===== config.mk =====
export PLATFORM = sky130hd
export DESIGN_NAME = mc_ahb_cfg_master
export DESIGN_NICKNAME = d
export VERILOG_FILES = /design/src/rtl/mc_cfg_pkg.sv /design/src/rtl/mc_cfg_rom.sv /design/src/rtl/mc_ahb_cfg_master.sv
export SDC_FILE = /design/constraint.sdc
export NUM_CORES = 1
export LEC_CHECK = 0
export ABC_AREA = 1
export CORE_MARGIN = 5
export CORE_UTILIZATION = 33
export DETAILED_ROUTE_END_ITERATION = 10
export PLACE_DENSITY = 0.65
export SLEW_MARGIN = 0
export SYNTH_ARGS = -nofsm -noshare
export SYNTH_HDL_FRONTEND = slang
export SYNTH_SLANG_ARGS = --single-unit

===== constraint.sdc =====
create_clock -name clk -period 2.1 [get_ports clk]
set_input_delay 0.21 -clock clk [delete_from_list [all_inputs] [get_ports clk]]
set_output_delay 0.21 -clock clk [all_outputs]
set_load 0.05 [all_outputs]

===== src/rtl/mc_cfg_pkg.sv =====
// mc_cfg_pkg
// Shared types and constants for the memory-controller configuration master:
// table entry layout, AHB encodings, FSM state type, default CSR map and the
// default configuration table loaded into mc_cfg_rom.
package mc_cfg_pkg;

    // Physical depth of a configuration table; NUM_ENTRIES must not exceed this.
    localparam int unsigned CFG_TABLE_DEPTH = 32;
    localparam int unsigned CFG_TABLE_IDX_W = $clog2(CFG_TABLE_DEPTH);

    // AHB encodings
    localparam logic [1:0] HTRANS_IDLE   = 2'b00;
    localparam logic [1:0] HTRANS_NONSEQ = 2'b10;
    localparam logic [1:0] HRESP_OKAY    = 2'b00;
    localparam logic [1:0] HRESP_ERROR   = 2'b01;
    localparam logic [2:0] HSIZE_WORD    = 3'b010;
    localparam logic [2:0] HBURST_SINGLE = 3'b000;

    // Default memory-controller CSR map
    localparam logic [31:0] CSR_BASE      = 32'h4000_0000;
    localparam logic [31:0] CSR_INIT_CTRL = CSR_BASE + 32'h00;  // bit 0: init request
    localparam logic [31:0] CSR_STATUS    = CSR_BASE + 32'h04;  // bit 0: initialize_done
    localparam logic [31:0] CSR_TIMING0   = CSR_BASE + 32'h10;  // tRCD / tRP / tCL
    localparam logic [31:0] CSR_TIMING1   = CSR_BASE + 32'h14;  // tRAS / tRC
    localparam logic [31:0] CSR_TIMING2   = CSR_BASE + 32'h18;  // refresh interval

    localparam logic [31:0] TIMING0_VAL   = 32'h0006_0606;
    localparam logic [31:0] TIMING1_VAL   = 32'h0000_1422;
    localparam logic [31:0] TIMING2_VAL   = 32'h0000_0C30;
    localparam logic [31:0] INIT_REQ_BIT  = 32'h0000_0001;
    localparam logic [31:0] INIT_DONE_BIT = 32'h0000_0001;

    typedef enum logic [1:0] {
        OpWrite = 2'd0,
        OpPoll  = 2'd1,
        OpWait  = 2'd2,
        OpEnd   = 2'd3
    } cfg_op_e;

    typedef struct packed {
        cfg_op_e     op;
        logic [31:0] addr;
        logic [31:0] data;
        logic [31:0] mask;
    } cfg_entry_t;

    typedef cfg_entry_t [CFG_TABLE_DEPTH-1:0] cfg_table_t;

    typedef enum logic [2:0] {
        StIdle,
        StFetch,
        StGrant,
        StAddr,
        StData,
        StDelay,
        StDone,
        StErr
    } cfg_state_e;

    function automatic cfg_entry_t cfg_entry(cfg_op_e op, logic [31:0] addr,
                                             logic [31:0] data, logic [31:0] mask);
        cfg_entry_t e;
        e.op   = op;
        e.addr = addr;
        e.data = data;
        e.mask = mask;
        return e;
    endfunction

    // Timing fields, init request, wait for initialize_done, end.
    function automatic cfg_table_t cfg_default_table();
        cfg_table_t t;
        for (int i = 0; i < int'(CFG_TABLE_DEPTH); i++) begin
            t[i] = cfg_entry(OpEnd, 32'h0, 32'h0, 32'h0);
        end
        t[0] = cfg_entry(OpWrite, CSR_TIMING0, TIMING0_VAL, 32'h0);
        t[1] = cfg_entry(OpWrite, CSR_TIMING1, TIMING1_VAL, 32'h0);
        t[2] = cfg_entry(OpWrite, CSR_TIMING2, TIMING2_VAL, 32'h0);
        t[3] = cfg_entry(OpWrite, CSR_INIT_CTRL, INIT_REQ_BIT, 32'h0);
        t[4] = cfg_entry(OpPoll, CSR_STATUS, INIT_DONE_BIT, INIT_DONE_BIT);
        t[5] = cfg_entry(OpEnd, 32'h0, 32'h0, 32'h0);
        return t;
    endfunction

    localparam cfg_table_t CFG_DEFAULT_TABLE = cfg_default_table();

endpackage


===== src/rtl/mc_cfg_rom.sv =====
// mc_cfg_rom
// Registered configuration ROM: one entry per cycle, addressed by entry index.
// Ports:
//   clk      in   clock
//   i_idx    in   entry index (IDX_W bits)
//   o_entry  out  registered table entry for the index presented last cycle
module mc_cfg_rom
    import mc_cfg_pkg::*;
#(
    parameter int unsigned NUM_ENTRIES = 32,
    parameter cfg_table_t  CFG_TABLE   = CFG_DEFAULT_TABLE,
    parameter int unsigned IDX_W       = $clog2(NUM_ENTRIES)
) (
    input  logic             clk,
    input  logic [IDX_W-1:0] i_idx,
    output cfg_entry_t       o_entry
);

    logic [CFG_TABLE_IDX_W-1:0] w_tbl_idx;
    cfg_entry_t                 r_entry;

    assign w_tbl_idx = CFG_TABLE_IDX_W'(i_idx);

    always_ff @(posedge clk) begin
        r_entry <= CFG_TABLE[w_tbl_idx];
    end

    assign o_entry = r_entry;

endmodule


===== src/rtl/mc_ahb_cfg_master.sv =====
// mc_ahb_cfg_master
// AHB master that walks a configuration table after reset: register writes,
// read-polls until a masked field matches, and fixed delays. Reports done/error.
// Optional feature: define MC_CFG_POLL_TIMEOUT_EN to bound each POLL entry to
// POLL_TIMEOUT cycles spent in ADDR/DATA (otherwise a poll retries forever).
// Ports:
//   clk, rst                   clock, synchronous active-high reset
//   i_start                    start pulse (honoured only in IDLE/DONE/ERR)
//   o_busy/o_done/o_err        status; done/err held until the next start
//   o_err_idx                  index of the entry that failed
//   o_ahb_*                    AHB master outputs (single word transfers)
//   i_ahb_hready/hrdata/hresp  AHB slave response
//   i_ahb_hgrant               arbiter grant
module mc_ahb_cfg_master
    import mc_cfg_pkg::*;
#(
    parameter int unsigned NUM_ENTRIES  = 32,
    parameter int unsigned POLL_TIMEOUT = 4096,
    parameter cfg_table_t  CFG_TABLE    = CFG_DEFAULT_TABLE,
    parameter int unsigned IDX_W        = $clog2(NUM_ENTRIES)
) (
    input  logic             clk,
    input  logic             rst,
    input  logic             i_start,
    output logic             o_busy,
    output logic             o_done,
    output logic             o_err,
    output logic [IDX_W-1:0] o_err_idx,
    output logic [31:0]      o_ahb_haddr,
    output logic             o_ahb_hwrite,
    output logic [31:0]      o_ahb_hwdata,
    output logic [1:0]       o_ahb_htrans,
    output logic [2:0]       o_ahb_hsize,
    output logic [2:0]       o_ahb_hburst,
    output logic             o_ahb_hbusreq,
    output logic             o_ahb_hreadyin,
    input  logic             i_ahb_hready,
    input  logic [31:0]      i_ahb_hrdata,
    input  logic [1:0]       i_ahb_hresp,
    input  logic             i_ahb_hgrant
);

    localparam logic [IDX_W-1:0] IDX_LAST = IDX_W'(NUM_ENTRIES - 1);

    cfg_state_e       r_state, w_state_d;
    logic [IDX_W-1:0] r_idx, w_idx_d;
    logic [15:0]      r_cnt, w_cnt_d;
    logic [IDX_W-1:0] r_err_idx, w_err_idx_d;
    cfg_entry_t       w_entry;
    logic             w_advance;
    logic             w_poll_match;
    logic             w_poll_expired;

    // The ROM is addressed with the next index so the entry is already valid
    // in the FETCH cycle that follows an index update.
    mc_cfg_rom #(
        .NUM_ENTRIES (NUM_ENTRIES),
        .CFG_TABLE   (CFG_TABLE),
        .IDX_W       (IDX_W)
    ) u_rom (
        .clk     (clk),
        .i_idx   (w_idx_d),
        .o_entry (w_entry)
    );

    assign w_poll_match = ((i_ahb_hrdata & w_entry.mask) == (w_entry.data & w_entry.mask));

`ifdef MC_CFG_POLL_TIMEOUT_EN
    logic [15:0] r_poll_cnt, w_poll_cnt_d;

    always_comb begin
        w_poll_cnt_d = r_poll_cnt;
        if (r_state == StFetch) begin
            w_poll_cnt_d = '0;
        end else if ((r_state == StAddr || r_state == StData) && (w_entry.op == OpPoll) &&
                     (r_poll_cnt != 16'hFFFF)) begin
            w_poll_cnt_d = r_poll_cnt + 16'd1;
        end
    end

    always_ff @(posedge clk) begin
        if (rst) begin
            r_poll_cnt <= '0;
        end else begin
            r_poll_cnt <= w_poll_cnt_d;
        end
    end

    // Counts the current cycle too; only acted on when a data phase completes,
    // so an issued transfer always finishes before the entry is abandoned.
    assign w_poll_expired = (w_entry.op == OpPoll) &&
                            ((32'(r_poll_cnt) + 32'd1) >= POLL_TIMEOUT);
`else
    // POLL_TIMEOUT only matters when the timeout is built in.
    logic w_unused_poll_timeout;
    assign w_unused_poll_timeout = ^POLL_TIMEOUT;
    assign w_poll_expired        = 1'b0;
`endif

    always_comb begin
        w_state_d   = r_state;
        w_idx_d     = r_idx;
        w_cnt_d     = r_cnt;
        w_err_idx_d = r_err_idx;
        w_advance   = 1'b0;

        unique case (r_state)
            StIdle, StDone, StErr: begin
                if (i_start) begin
                    w_state_d = StFetch;
                    w_idx_d   = '0;
                end
            end
            StFetch: begin
                case (w_entry.op)
                    OpWrite, OpPoll: w_state_d = StGrant;
                    OpWait: begin
                        w_state_d = StDelay;
                        w_cnt_d   = w_entry.data[15:0];
                    end
                    default: w_state_d = StDone;
                endcase
            end
            StGrant: begin
                if (i_ahb_hgrant) begin
                    w_state_d = StAddr;
                end
            end
            StAddr: begin
                if (i_ahb_hready) begin
                    w_state_d = StData;
                end
            end
            StData: begin
                if (i_ahb_hready) begin
                    if ((i_ahb_hresp != HRESP_OKAY) || w_poll_expired) begin
                        w_state_d   = StErr;
                        w_err_idx_d = r_idx;
                    end else if ((w_entry.op == OpWrite) || w_poll_match) begin
                        w_advance = 1'b1;
                    end else begin
                        // Re-issue the poll read; bus request stays asserted.
                        w_state_d = StAddr;
                    end
                end
            end
            StDelay: begin
                if (r_cnt == 16'd0) begin
                    w_advance = 1'b1;
                end else begin
                    w_cnt_d = r_cnt - 16'd1;
                end
            end
            default: w_state_d = StIdle;
        endcase

        // Running off the end of the table without an END entry also completes.
        if (w_advance) begin
            if (r_idx == IDX_LAST) begin
                w_state_d = StDone;
            end else begin
                w_idx_d   = r_idx + IDX_W'(1);
                w_state_d = StFetch;
            end
        end
    end

    always_ff @(posedge clk) begin
        if (rst) begin
            r_state   <= StIdle;
            r_idx     <= '0;
            r_cnt     <= '0;
            r_err_idx <= '0;
        end else begin
            r_state   <= w_state_d;
            r_idx     <= w_idx_d;
            r_cnt     <= w_cnt_d;
            r_err_idx <= w_err_idx_d;
        end
    end

    // Bus outputs decode registered state and the registered ROM entry only.
    always_comb begin
        o_ahb_htrans = HTRANS_IDLE;
        o_ahb_haddr  = '0;
        o_ahb_hwrite = 1'b0;
        o_ahb_hwdata = '0;
        if (r_state == StAddr || r_state == StData) begin
            o_ahb_haddr  = w_entry.addr;
            o_ahb_hwrite = (w_entry.op == OpWrite);
        end
        if (r_state == StAddr) begin
            o_ahb_htrans = HTRANS_NONSEQ;
        end
        if (r_state == StData && w_entry.op == OpWrite) begin
            o_ahb_hwdata = w_entry.data;
        end
    end

    assign o_ahb_hsize    = HSIZE_WORD;
    assign o_ahb_hburst   = HBURST_SINGLE;
    assign o_ahb_hbusreq  = (r_state == StGrant) || (r_state == StAddr) || (r_state == StData);
    assign o_ahb_hreadyin = i_ahb_hready;

    assign o_busy    = (r_state != StIdle) && (r_state != StDone) && (r_state != StErr);
    assign o_done    = (r_state == StDone);
    assign o_err     = (r_state == StErr);
    assign o_err_idx = r_err_idx;

endmodule


Yosys cells after proc, flatten, opt, wreduce, memory -nomap -nowiden
Memory sizes are Yosys's and may differ from the RTL's. A register that Yosys moved wholly into a read port is not among the register bits. Index checks and enable logic that the tools add are counted. Widths: inputs -> output; s select.

Register bits: 29. Latch bits: 0. Bits in writable memories: 0. ROM bits: 3136. Bits of input ports: 39. Output and inout port bits: 83. Memories: 1.

$add $sub $neg: 2. Multipliers: 0. Div/mod/pow operators: 0. Magnitude comparators: 0. Equal/unequal tests: 20. Shift-type cells: 0. Mux-type cells: 26. Bitwise operators: 2. Reduce and logical (&&, ||, !) cells: 19.

Memory list: (name not given) (words 32, bits a word 98, rd ports 1, clocked after memory_dff 1, write ports 0, RTL line mc_cfg_rom.sv:25) `r_entry <= CFG_TABLE[w_tbl_idx];`.

Operator list (count): $and 32x32->32 (2); $mux 32 (2); $eq 32x32->1 (1); $mux 16 (2); $pmux 16 s2 (1); $mux 3 (8); $mux 5 (4); $ne 3x3->1 const B (6); $logic_not 16->1 (1); $sub 16x1->16 const B (1); $pmux 3 s5 (1); $eq 3x3->1 const B (4); $eq 3x2->1 const B (2); $pmux 3 s2 (1); $reduce_and 3->1 (2); $reduce_and 6->1 (1); $reduce_bool 6->1 (1); $add 5x1->5 const B (1); $eq 5x5->1 const B (1); $mux 1 (5); $logic_or 1x1->1 (4); $ne 2x2->1 const B (2); $ne 4x4->1 const B (1); $reduce_bool 2->1 (2); other kinds (11) (13).

Depth between registers and ports, before layout
Depth after elaboration: 9. Mapped depth: 15. Gate-level depth less buffers: 15.

By module
A second synthesis with hierarchy kept.

Cells, all modules: 767. Area total of the unflattened synthesis: 4391.7 µm².

Modules (own cells, without submodules): mc_ahb_cfg_master (instances 1, cells an instance 637, area each 3328.2 µm², seq. area each 580.6 µm²); mc_cfg_rom (instances 1, cells an instance 130, area each 1063.5 µm², seq. area each 240.2 µm²).

Least setup slack after synthesis
Ideal clock, no wire load.

Kind: register -> output. From: register r_state[1]. To: output port o_ahb_hwdata[17]. Data arrival time: 1.975 ns. Slack: -0.085 ns. Cell stages (with the launch flop): 7. Path buffers: 1. Cell sequence: dfxtp_1 inv_2 nand3_2 inv_2 nand3_1 nor2_1 buf_4.

Word-level cells in the longest chain between the ends: 3.

RTL lines: start: declaration (RTL line mc_ahb_cfg_master.sv:45) `cfg_state_e r_state, w_state_d;`; start signal: assignment (RTL line mc_ahb_cfg_master.sv:170) `r_state <= StIdle;`; start signal: assignment (RTL line mc_ahb_cfg_master.sv:175) `r_state <= w_state_d;`; $eq 3x3->1 (RTL line mc_ahb_cfg_master.sv:195) `if (r_state == StData && w_entry.op == OpWrite) begin`; $logic_and 1x1->1 (RTL line mc_ahb_cfg_master.sv:195); $mux 32 (RTL line mc_ahb_cfg_master.sv:195); end: declaration (RTL line mc_ahb_cfg_master.sv:31) `output logic [31:0] o_ahb_hwdata,`.

No other way between the ends.

Final worst setup path
From: register r_state[1]. To: output port o_ahb_hwdata[9].

Same word-level chain as after synthesis.

==> summary.md <==
| Metric | Value |
|---|---|
| Pin count of the biggest net entering global routing | `16` |
| 1st-pass router iterations | `4` |
| Synth Register Bits | `41` |
| Die Width | `104 um` |
| Final period utilization | `0.941` |
| Initial Util | `0.336` |
| Mapped cell area | `0.00292 mm^2` |
| Layout cell share with drive strength beyond 1 | `0.197` |
| Top-area cell type share of the netlist area | `0.282` |
| Worst-margin pin slew | `0.506 ns` |
| Critical Path RT | `1.89 ns` |
| Post-synth top cells | `nand2_1 (91), nor2_1 (67), buf_4 (62)` |
| Final setup viols | `0` |
| Top layer in use | `met4` |
| 1st-iter DRT viols | `122` |
| CTS tree | `done` |
| DR vias/cell | `4.43` |
| Cells after Synth | `440` |
| Ranking of synthesized cells by area | `dfxtp_1 (28%), buf_4 (16%), nand2_1 (12%), nor2_1 (8.6%), inv_1 (5.3%)` |
| Worst Hold Class | `flop to flop` |
| I/O pins | `122` |
| Number of synthesized flops with an enable pin | `0` |
| Syn_area_per_cell | `6.63 um^2` |
| WL met3 | `462 um` |
| PD cells | `1080 mW/mm^2` |
| Nets@finish | `539` |
| Status | `finished, final reports clean` |
| Slew Viols, Final | `0` |
| DRT antenna net count | `0` |
| Clock transition at path regs | `0.09 ns` |
| Sequential area share after synthesis | `0.282` |
| Routability Congestion | `0.898` |
| CTS Buffer Depth | `2` |
| Design Area, Final | `0.00359 mm^2` |
| Die Height | `104 um` |
| Vias in the first global route | `2520` |
| Endpoints failing hold | `0` |
| Seq. cell area | `822 um^2` |
| WP data arrival | `1.77 ns` |
| WL met1 | `2.82 mm` |
| TritonCTS buffer count | `5` |
| Global-route wire length before repair | `11.4 mm` |
| Area leader, netlist | `dfxtp_1` |
| Antenna Cells | `0` |
| Main synth FF type | `dfxtp_1` |
| Async SR Flop Fraction | `0` |
| Startpoint Class | `flop` |
| Routed WL | `6.75 mm` |
| Setup TNS | `0 ns` |
| Row cnt | `34` |
| Routed length on met2 | `3.34 mm` |
| # DRC | `0` |
| Post-synth cell types | `32` |
| GRT Total Usage | `0.124` |
| H-tree depth | `2` |
| Postcts setup bufs | `0` |
| Clock skew | `0.00655 ns` |
| Clk root buf | `clkbuf_8` |
| Min cycle time layout | `1.98 ns` |
| Clock sink total | `41` |
| Worst VDD drop | `0.576 mV` |
| Min Hold Slack | `0.499 ns` |
| Area Growth Syn to Fin | `23.2%` |
| CP Class | `flop to primary output` |
| Ys Warns | `0` |
| Number of fill cells | `897` |
| Placed Area | `0.00345 mm^2` |
| Most frequent cell after synthesis | `nand2_1` |
| Core ar. | `0.00868 mm^2` |
| Worst-Skew Late Latency | `0.30 ns` |
| Relative slew slack | `0.661` |
| Total power | `3.88 mW` |
| Lkg Pwr | `1.78 nW` |
| RSZ-0062 raised after global routing | `false` |
| Critical path peak fanout | `7` |
| Grt ovf | `0` |
| Number of port buffers | `34` |
| Area of the multi-input gates | `0.00168 mm^2` |
| Initial antenna violation count | `0` |
| CP endpoint kind | `primary output` |
| Post-detail-place hpwl | `5.48 mm` |
| Vias | `2664` |
| WL per Instance | `11.2 um` |
| Max Cap Viol | `0` |
| Die ar. | `0.0108 mm^2` |
| Fmax achieved | `506 MHz` |
-- layer usage --
layer,GRT usage,vias to the layer above
met5,0,-
met4,0.0407,0
met3,0.0298,14
met2,0.221,88
met1,0.145,1192
li1,-,1370
-- critical path, stage by stage, from the launching register on --
cell and delay (ns):
dfxtp_1 0.38, inv_2 0.17, nand3_2 0.11, inv_2 0.13, nand3_2 0.20, nor2_2 0.13
buf_4 0.19, buf_12 0.15
-- final timing paths --
| path | start | end | slack, ns | cells after the start |
|---|---|---|---|---|
| worst max-delay path | r_state[1] | o_ahb_hwdata[9] | 0.12 | 7 |
| worst min-delay path | r_cnt[13] | r_cnt[13] | 0.50 | 2 |
| worst max register to register | r_state[2] | u_rom.o_entry[66] | 0.21 | 14 |
| worst min register to register | r_cnt[13] | r_cnt[13] | 0.50 | 2 |
-- cell families (layout without fill, tap and decap cells) --
group,Yosys count,in the layout,synth area share
AO/OA/AOI/OAI,49,49,0.0906
adder cells (fa/ha/maj),8,8,0.0343
AND/OR/NAND/NOR,223,223,0.355
buffers and inverters,114,113,0.227
flip-flops,41,41,0.282
other,2,56,0.00258
XOR/XNOR,3,3,0.00901
-- report_power, final --
group          total, mW  leakage [nW]  switching, mW  internal (mW)
Combinational       2.31          1.41           1.52          0.793
Sequential          1.00         0.332          0.111          0.893
Clock              0.558        0.0452          0.315          0.242
Total               3.88          1.78           1.95           1.93
-- layout by cell type, fill, tap and decap left out, types with 8 or more instances in the layout --
cell and count:
a21oi_1 21, buf_12 17, buf_4 28, clkdlybuf4s50_1 13, conb_1 56, dfxtp_1 40
inv_1 41, nand2_1 89, nand2_2 8, nand3_1 25, nor2_1 60, nor2_2 11
o21ai_0 22
-- layout make-up --
class,count,area share
well taps,108,0.0376
clock buffers,5,0.0192
inverters,47,0.0491
multi-input cells,339,0.469
flip-flops and latches,41,0.229
repair buffers,58,0.189
clock inverters,3,0.00697
-- state kept, by name, indices dropped and copies added, names as in the netlist --
register       cells
u_rom.o_entry     12
r_cnt             16
o_err_idx          5
r_idx              5
r_state            3
-- repair_timing --
action	4_1_cts	5_1_grt
setup endpoints to repair	1	27
gates resized for setup	1	13
pin swaps	0	0
hold buffers	0	0
-- per-stage QoR --
step	std cells	setup WS (ns)	util
after detailed placement	593	-0.0438	0.398
after global placement	593	-0.0105	0.398
after global routing	601	0.00327	0.414
final	601	0.123	0.414
after CTS	601	0.00460	0.409
after floorplan	494	0.175	-
Power figures use the tool's default switching activity.
